$ cat config.mk
export PLATFORM = sky130hd
export DESIGN_NAME = draw_cmd_queue
export DESIGN_NICKNAME = d
export VERILOG_FILES = /design/src/rtl/draw_cmd_queue.sv
export SDC_FILE = /design/constraint.sdc
export NUM_CORES = 2
export LEC_CHECK = 0
export CORE_ASPECT_RATIO = 0.5
export CORE_MARGIN = 8
export CORE_UTILIZATION = 55
export CTS_BUF_LIST = sky130_fd_sc_hd__clkbuf_2 sky130_fd_sc_hd__clkbuf_4 sky130_fd_sc_hd__clkbuf_8
export CTS_CLUSTER_SIZE = 24
export DETAILED_ROUTE_END_ITERATION = 10
export GPL_TIMING_DRIVEN = 0
export PLACE_DENSITY = 0.74
export SETUP_SLACK_MARGIN = 0.02
export SYNTH_ARGS = -nofsm -noshare
export SYNTH_HDL_FRONTEND = slang
export SYNTH_SLANG_ARGS = --single-unit
$ cat constraint.sdc
create_clock -name clk -period 20.8 [get_ports clk]
set_input_delay 4.16 -clock clk [delete_from_list [all_inputs] [get_ports clk]]
set_output_delay 4.16 -clock clk [all_outputs]
set_load 0.05 [all_outputs]
$ cat src/rtl/draw_cmd_queue.sv
// draw_cmd_queue: staging regs + cmd FIFO + issue FSM for the draw unit.
// Optional drain interrupt when DRAWQ_IRQ_EN is defined.
module draw_cmd_queue #(
  parameter int         DEPTH_LOG2 = 2,
  parameter logic [7:0] CMD_RECT   = 8'h01
) (
  input  logic         clk,
  input  logic         rst_n,
  input  logic         wr_en,
  input  logic [3:0]   wr_addr,
  input  logic [31:0]  wr_data,
  input  logic [3:0]   rd_addr,
  output logic [31:0]  rd_data,
  output logic [7:0]   du_command,
  output logic [255:0] du_data,
  output logic         du_commit,
  input  logic         du_ack,
  input  logic         du_done,
`ifdef DRAWQ_IRQ_EN
  output logic         irq,
`endif
  output logic         busy
);

  localparam int DEPTH = 1 << DEPTH_LOG2;
  localparam int PW    = DEPTH_LOG2 + 1;
  localparam int EW    = 8 + 256;

  typedef enum logic [1:0] {
    IDLE,
    ISSUE,
    WAIT_DONE,
    RECOVER
  } state_t;

  state_t state_q;
  state_t state_d;

  logic [31:0]   stage [8];
  logic [255:0]  stage_flat;
  logic [EW-1:0] mem [DEPTH];

  logic [PW-1:0] wr_ptr;
  logic [PW-1:0] rd_ptr;
  logic [PW-1:0] level;

  logic empty;
  logic full;
  logic pop;
  logic cmd_wr;
  logic ctrl_wr;
  logic flush;
  logic clr;
  logic code_ok;
  logic push_req;
  logic push_ok;
  logic push_drop;
  logic overflow;
  logic bad_cmd;
  logic [31:0] status;

`ifdef DRAWQ_IRQ_EN
  logic irq_pend;
  logic irq_clr;
  logic drain_evt;
`endif

  assign level = wr_ptr - rd_ptr;
  assign empty = (wr_ptr == rd_ptr);
  assign full  = (wr_ptr[PW-1] != rd_ptr[PW-1]) &&
                 (wr_ptr[PW-2:0] == rd_ptr[PW-2:0]);

  assign cmd_wr  = wr_en && (wr_addr == 4'd8);
  assign ctrl_wr = wr_en && (wr_addr == 4'd9);
  assign flush   = ctrl_wr && wr_data[1];
  assign clr     = ctrl_wr && wr_data[0];
  assign code_ok = (wr_data[7:0] == CMD_RECT);

  // The head leaves the FIFO in the same cycle it is loaded to du_*.
  assign pop = (state_q == IDLE) && !empty;

  // Flush beats a push; a pop frees the slot a full-FIFO push needs.
  assign push_req  = cmd_wr && code_ok && !flush;
  assign push_ok   = push_req && (!full || pop);
  assign push_drop = push_req && full && !pop;

  assign busy = !empty || (state_q != IDLE);

  // Flatten staging words into the 256-bit argument block.
  always_comb begin
    stage_flat = '0;
    for (int i = 0; i < 8; i++) begin
      stage_flat[32*i +: 32] = stage[i];
    end
  end

  // Staging registers, kept after a push so a block can be re-sent.
  always_ff @(posedge clk or negedge rst_n) begin
    if (!rst_n) begin
      for (int i = 0; i < 8; i++) begin
        stage[i] <= '0;
      end
    end else if (wr_en && !wr_addr[3]) begin
      stage[wr_addr[2:0]] <= wr_data;
    end
  end

  // FIFO storage; contents are don't-care while pointers say empty.
  always_ff @(posedge clk) begin
    if (push_ok) begin
      mem[wr_ptr[PW-2:0]] <= {wr_data[7:0], stage_flat};
    end
  end

  // FIFO pointers with an extra wrap bit to tell full from empty.
  always_ff @(posedge clk or negedge rst_n) begin
    if (!rst_n) begin
      wr_ptr <= '0;
      rd_ptr <= '0;
    end else begin
      if (push_ok) begin
        wr_ptr <= wr_ptr + PW'(1);
      end
      if (flush) begin
        rd_ptr <= wr_ptr;
      end else if (pop) begin
        rd_ptr <= rd_ptr + PW'(1);
      end
    end
  end

  // Sticky error flags, cleared by CTRL bit0.
  always_ff @(posedge clk or negedge rst_n) begin
    if (!rst_n) begin
      overflow <= 1'b0;
      bad_cmd  <= 1'b0;
    end else begin
      if (clr) begin
        overflow <= 1'b0;
        bad_cmd  <= 1'b0;
      end
      if (push_drop) begin
        overflow <= 1'b1;
      end
      if (cmd_wr && !code_ok) begin
        bad_cmd <= 1'b1;
      end
    end
  end

  // Issue FSM state register.
  always_ff @(posedge clk or negedge rst_n) begin
    if (!rst_n) begin
      state_q <= IDLE;
    end else begin
      state_q <= state_d;
    end
  end

  // Issue FSM next state: commit, ack, done, then one recovery cycle.
  always_comb begin
    state_d = state_q;
    unique case (state_q)
      IDLE:      if (!empty) state_d = ISSUE;
      ISSUE:     if (du_ack) state_d = WAIT_DONE;
      WAIT_DONE: if (du_done) state_d = RECOVER;
      RECOVER:   state_d = IDLE;
      default:   state_d = IDLE;
    endcase
  end

  // Draw unit outputs: load on pop, drop commit once acked.
  always_ff @(posedge clk or negedge rst_n) begin
    if (!rst_n) begin
      du_command <= '0;
      du_data    <= '0;
      du_commit  <= 1'b0;
    end else if (pop) begin
      {du_command, du_data} <= mem[rd_ptr[PW-2:0]];
      du_commit <= 1'b1;
    end else if ((state_q == ISSUE) && du_ack) begin
      du_commit <= 1'b0;
    end
  end

`ifdef DRAWQ_IRQ_EN
  assign drain_evt = (state_q == RECOVER) && empty;
  assign irq_clr   = ctrl_wr && wr_data[2];

  // One-cycle drain pulse plus a sticky pending bit.
  always_ff @(posedge clk or negedge rst_n) begin
    if (!rst_n) begin
      irq      <= 1'b0;
      irq_pend <= 1'b0;
    end else begin
      irq <= drain_evt;
      if (drain_evt) begin
        irq_pend <= 1'b1;
      end else if (irq_clr) begin
        irq_pend <= 1'b0;
      end
    end
  end
`endif

  // STATUS word assembly.
  always_comb begin
    status       = '0;
    status[7:0]  = 8'(level);
    status[8]    = empty;
    status[9]    = full;
    status[10]   = busy;
    status[11]   = overflow;
    status[12]   = bad_cmd;
`ifdef DRAWQ_IRQ_EN
    status[13]   = irq_pend;
`endif
  end

  // Combinational register read decode.
  always_comb begin
    rd_data = '0;
    unique case (1'b1)
      !rd_addr[3]:       rd_data = stage[rd_addr[2:0]];
      rd_addr == 4'd8:   rd_data = status;
      default:           rd_data = '0;
    endcase
  end

endmodule

==> metrics.cfg <==
[yosys]
synth_area_leaders = edfxtp_1, dfrtp_1, mux4_2
ys.flop_type = edfxtp_1
yosysMostFrequentCell = edfxtp_1
ys_ff_latch = 1587
yosys_warnings = 0
postSynthAreaPerCell_um2 = 21.8
synth_seq_area_share = 0.748
synth.distinct_cells = 45
synth_top_family_by_area = multiplexers
synth_compound_area_frac = 0.00453
synth_nets = 2817
async_reset_ff_frac = 0.335
yosysTopAreaCell = edfxtp_1
syn_inst = 2761
synth_commonest_cells = edfxtp_1, dfrtp_1, mux2_2
synth_top_cell_area_share = 0.527
synthMuxAreaShare = 0.224
synth_enable_flop_cells = 1056
synthAdderAreaFrac = 0.00241
synthSimpleGateAreaFrac = 0.00663
synth_xor_area_frac = 0.000873
netlist_area_um2 = 60200

[placement]
globalplace.congestion = 0.872
numPortBuffers = 339
hpwl_mm = 99.8
placed_cells = 4562

[floorplanning]
pin_count = 343
start_util = 0.557
num_rows = 85
dieArea_um2 = 121000
core_um2 = 108000
die_x_um = 484
die_y_um = 250

[cells_and_area]
final_net_count = 3395
final_util = 0.654
layout.cells.non_filler = 4968
area_growth_pct = 17.5
nFillCells = 7047
layout-drive-gt1-share = 0.377

[global_route]
gr-total-overflow = 0
antenna_found_initial = 6
grt_pass1_vias = 31300
grt_max_degree = 111
grt_pass1_wl_mm = 217
track_usage = 0.246

[power_and_ir_drop]
p_per_area_nw_per_um2 = 147
irDropWorstVdd_mv = 0.0916
leakage_uw = 0.0254

[worst_hold_path]
min_path_type = register to register
hold_path_end = du_commit
hold_depth = 2
hp-start = du_commit

[sta]
slew_violations = 11
hold_slack_ns = 0.484
rsz0062_at_grt = no
slew_headroom = -0.00499
max_freq_ghz = 0.0849
fin_crit_sh = 0.566
period_needed_ns = 11.77
finalHoldViolations = 0
worstMarginPinSlew_ns = 1.51
finalSetupViolations = 0
clock_skew_ns = 0.0462
finalSetupTns_ns = 0

[critical_path]
critPathArrivalTime_ns = 7.61
r2r_setup_slack_ns = 15.84
cp_cell_sequence = clkdlybuf4s50_1 -> clkbuf_1 -> clkbuf_1 -> o211ai_1 -> o21ai_0 -> clkdlybuf4s50_1
required_ns = 16.64
cp-end-kind = primary output
crit_buf_inv = 4
reg2reg_from = rd_ptr[1]
crit_type = input port to primary output
cp_slowest_cell = clkbuf_1
cp_top_family = buffers and inverters
r2r_end = mem[3][116]
worstSetupStartpointType = input port
reg2reg_depth = 12
path_max_fanout = 10
critPathMaxStageDelay_ns = 1.07

[clocking]
path_clk_slew_ns = 0.07
clk_path_buf_depth = 3
cts_made_buffers = 210
clkSinkCount = 1587
cts-root-buf = clkbuf_8
cts_tree = yes
cts_hold_buf = 0
post_cts_resized = 0
htreeDepth = 4
post_cts_buffers = 0
clock_latency_ns = 0.90

[detailed_routing]
via_count = 30300
routedLengthMet1_mm = 59.0
via_per_inst = 6.09
routed_wl_mm = 150
antenna_left = 0
drc_errors = 0
detail_route.iter0.violations = 3242
met2_length_mm = 74.7
wl_met3_mm = 11.5
top_layer = met5
drtPass1Iterations = 7
avgRoutedWirePerCell_um = 30.2

[job]
maxCapViolCount = 1

[status]
failed_checks = capacitance limit, slew limit
status = finished, violations left

worst max path at each step:
stage | from | cells after the start | end
final | rd_addr[2] | 6 | rd_data[2]
after global routing | rd_addr[2] | 6 | rd_data[23]
after CTS | rd_addr[2] | 6 | rd_data[2]
after detailed placement | rd_addr[2] | 6 | rd_data[2]
after global placement | rst_n | 1 | du_data[164]
after floorplan | wr_addr[1] | 5 | mem[2][0]
cell families (layout without fill, tap and decap cells):
| logic type | count (synthesis) | in the layout |
|---|---|---|
| other cells | 0 | 5 |
| flops | 1587 | 1587 |
| buf+inv | 151 | 918 |
| fa+ha+maj | 11 | 11 |
| xor+xnor | 6 | 6 |
| mux | 891 | 891 |
| simple gates | 78 | 78 |
| compound gates | 37 | 37 |
layout make-up:
type / instances / area [um2] / share of cell area
sequential: 1587 / 45000 / 0.637
multi-input combinational: 1023 / 14400 / 0.203
clock buffer: 362 / 4240 / 0.0600
timing repair buffer: 366 / 4140 / 0.0586
tap: 1435 / 1800 / 0.0254
buffer: 142 / 777 / 0.0110
clock inverter: 39 / 310 / 0.00439
inverter: 9 / 33.8 / 0.000478
antenna: 5 / 12.5 / 0.000177
through the flow:
step | setup slack, ns | power [uW] | area, um2
after floorplan | 9.01 | 6630 | 60200
after global placement | -9.54 | 7940 | 65400
after detailed placement | 9.12 | 8030 | 66100
after CTS | 9.09 | 10500 | 70700
after global routing | 9.02 | 10800 | 70700
final | 9.03 | 10400 | 70700
sequential cells by signal (all words and copies together) (netlist names):
| name | cells |
|---|---|
| bad_cmd | 1 |
| du_command | 8 |
| du_commit | 1 |
| du_data | 256 |
| mem | 1056 |
| overflow | 1 |
| rd_ptr | 3 |
| stage | 256 |
| state_q | 2 |
| wr_ptr | 3 |
cells in the final DEF, fill, tap and decap left out, drive strengths merged, types with 2 or more instances in the layout:
cell,count
bufinv,4
clkdlybuf4s50,338
a31oi,5
diode,5
o211ai,3
clkinv,26
xor2,2
nor3,3
nor2,34
clkinvlp,3
a21oi,6
o21ai,3
xnor2,4
mux4,313
mux2,526
o32ai,2
a22o,9
and2,5
clkbuf,396
o22ai,2
nor3b,3
inv,15
nand3,4
edfxtp,1056
dfrtp,531
buf,136
nand2b,2
nor2b,5
a221oi,2
nand2,14
nor4b,2
a22oi,2
mux2i,52
ha,10
routing by layer:
metal | global-route usage | vias to the layer above
met5 | 0 | -
met4 | 0.0874 | 4
met3 | 0.0508 | 254
met2 | 0.406 | 1403
met1 | 0.328 | 16300
li1 | - | 12300
report_power, final:
| part | switching (uW) | internal, uW |
|---|---|---|
| registers | 389 | 3900 |
| clock network | 1140 | 1330 |
| logic | 2140 | 1500 |
worst register-to-register path: stages, from the launching register on:
cell and delay [ns]:
dfrtp_1 0.36, clkbuf_1 0.22, buf_2 0.45, buf_1 0.67
inv_1 0.19, ha_1 0.35, nand2_1 0.18, nor3_1 0.13
nor3b_2 0.45, and2_4 0.59, buf_16 0.31, buf_16 0.29
buf_16 0.29
Note: power is estimated with default switching activity, not from simulation.
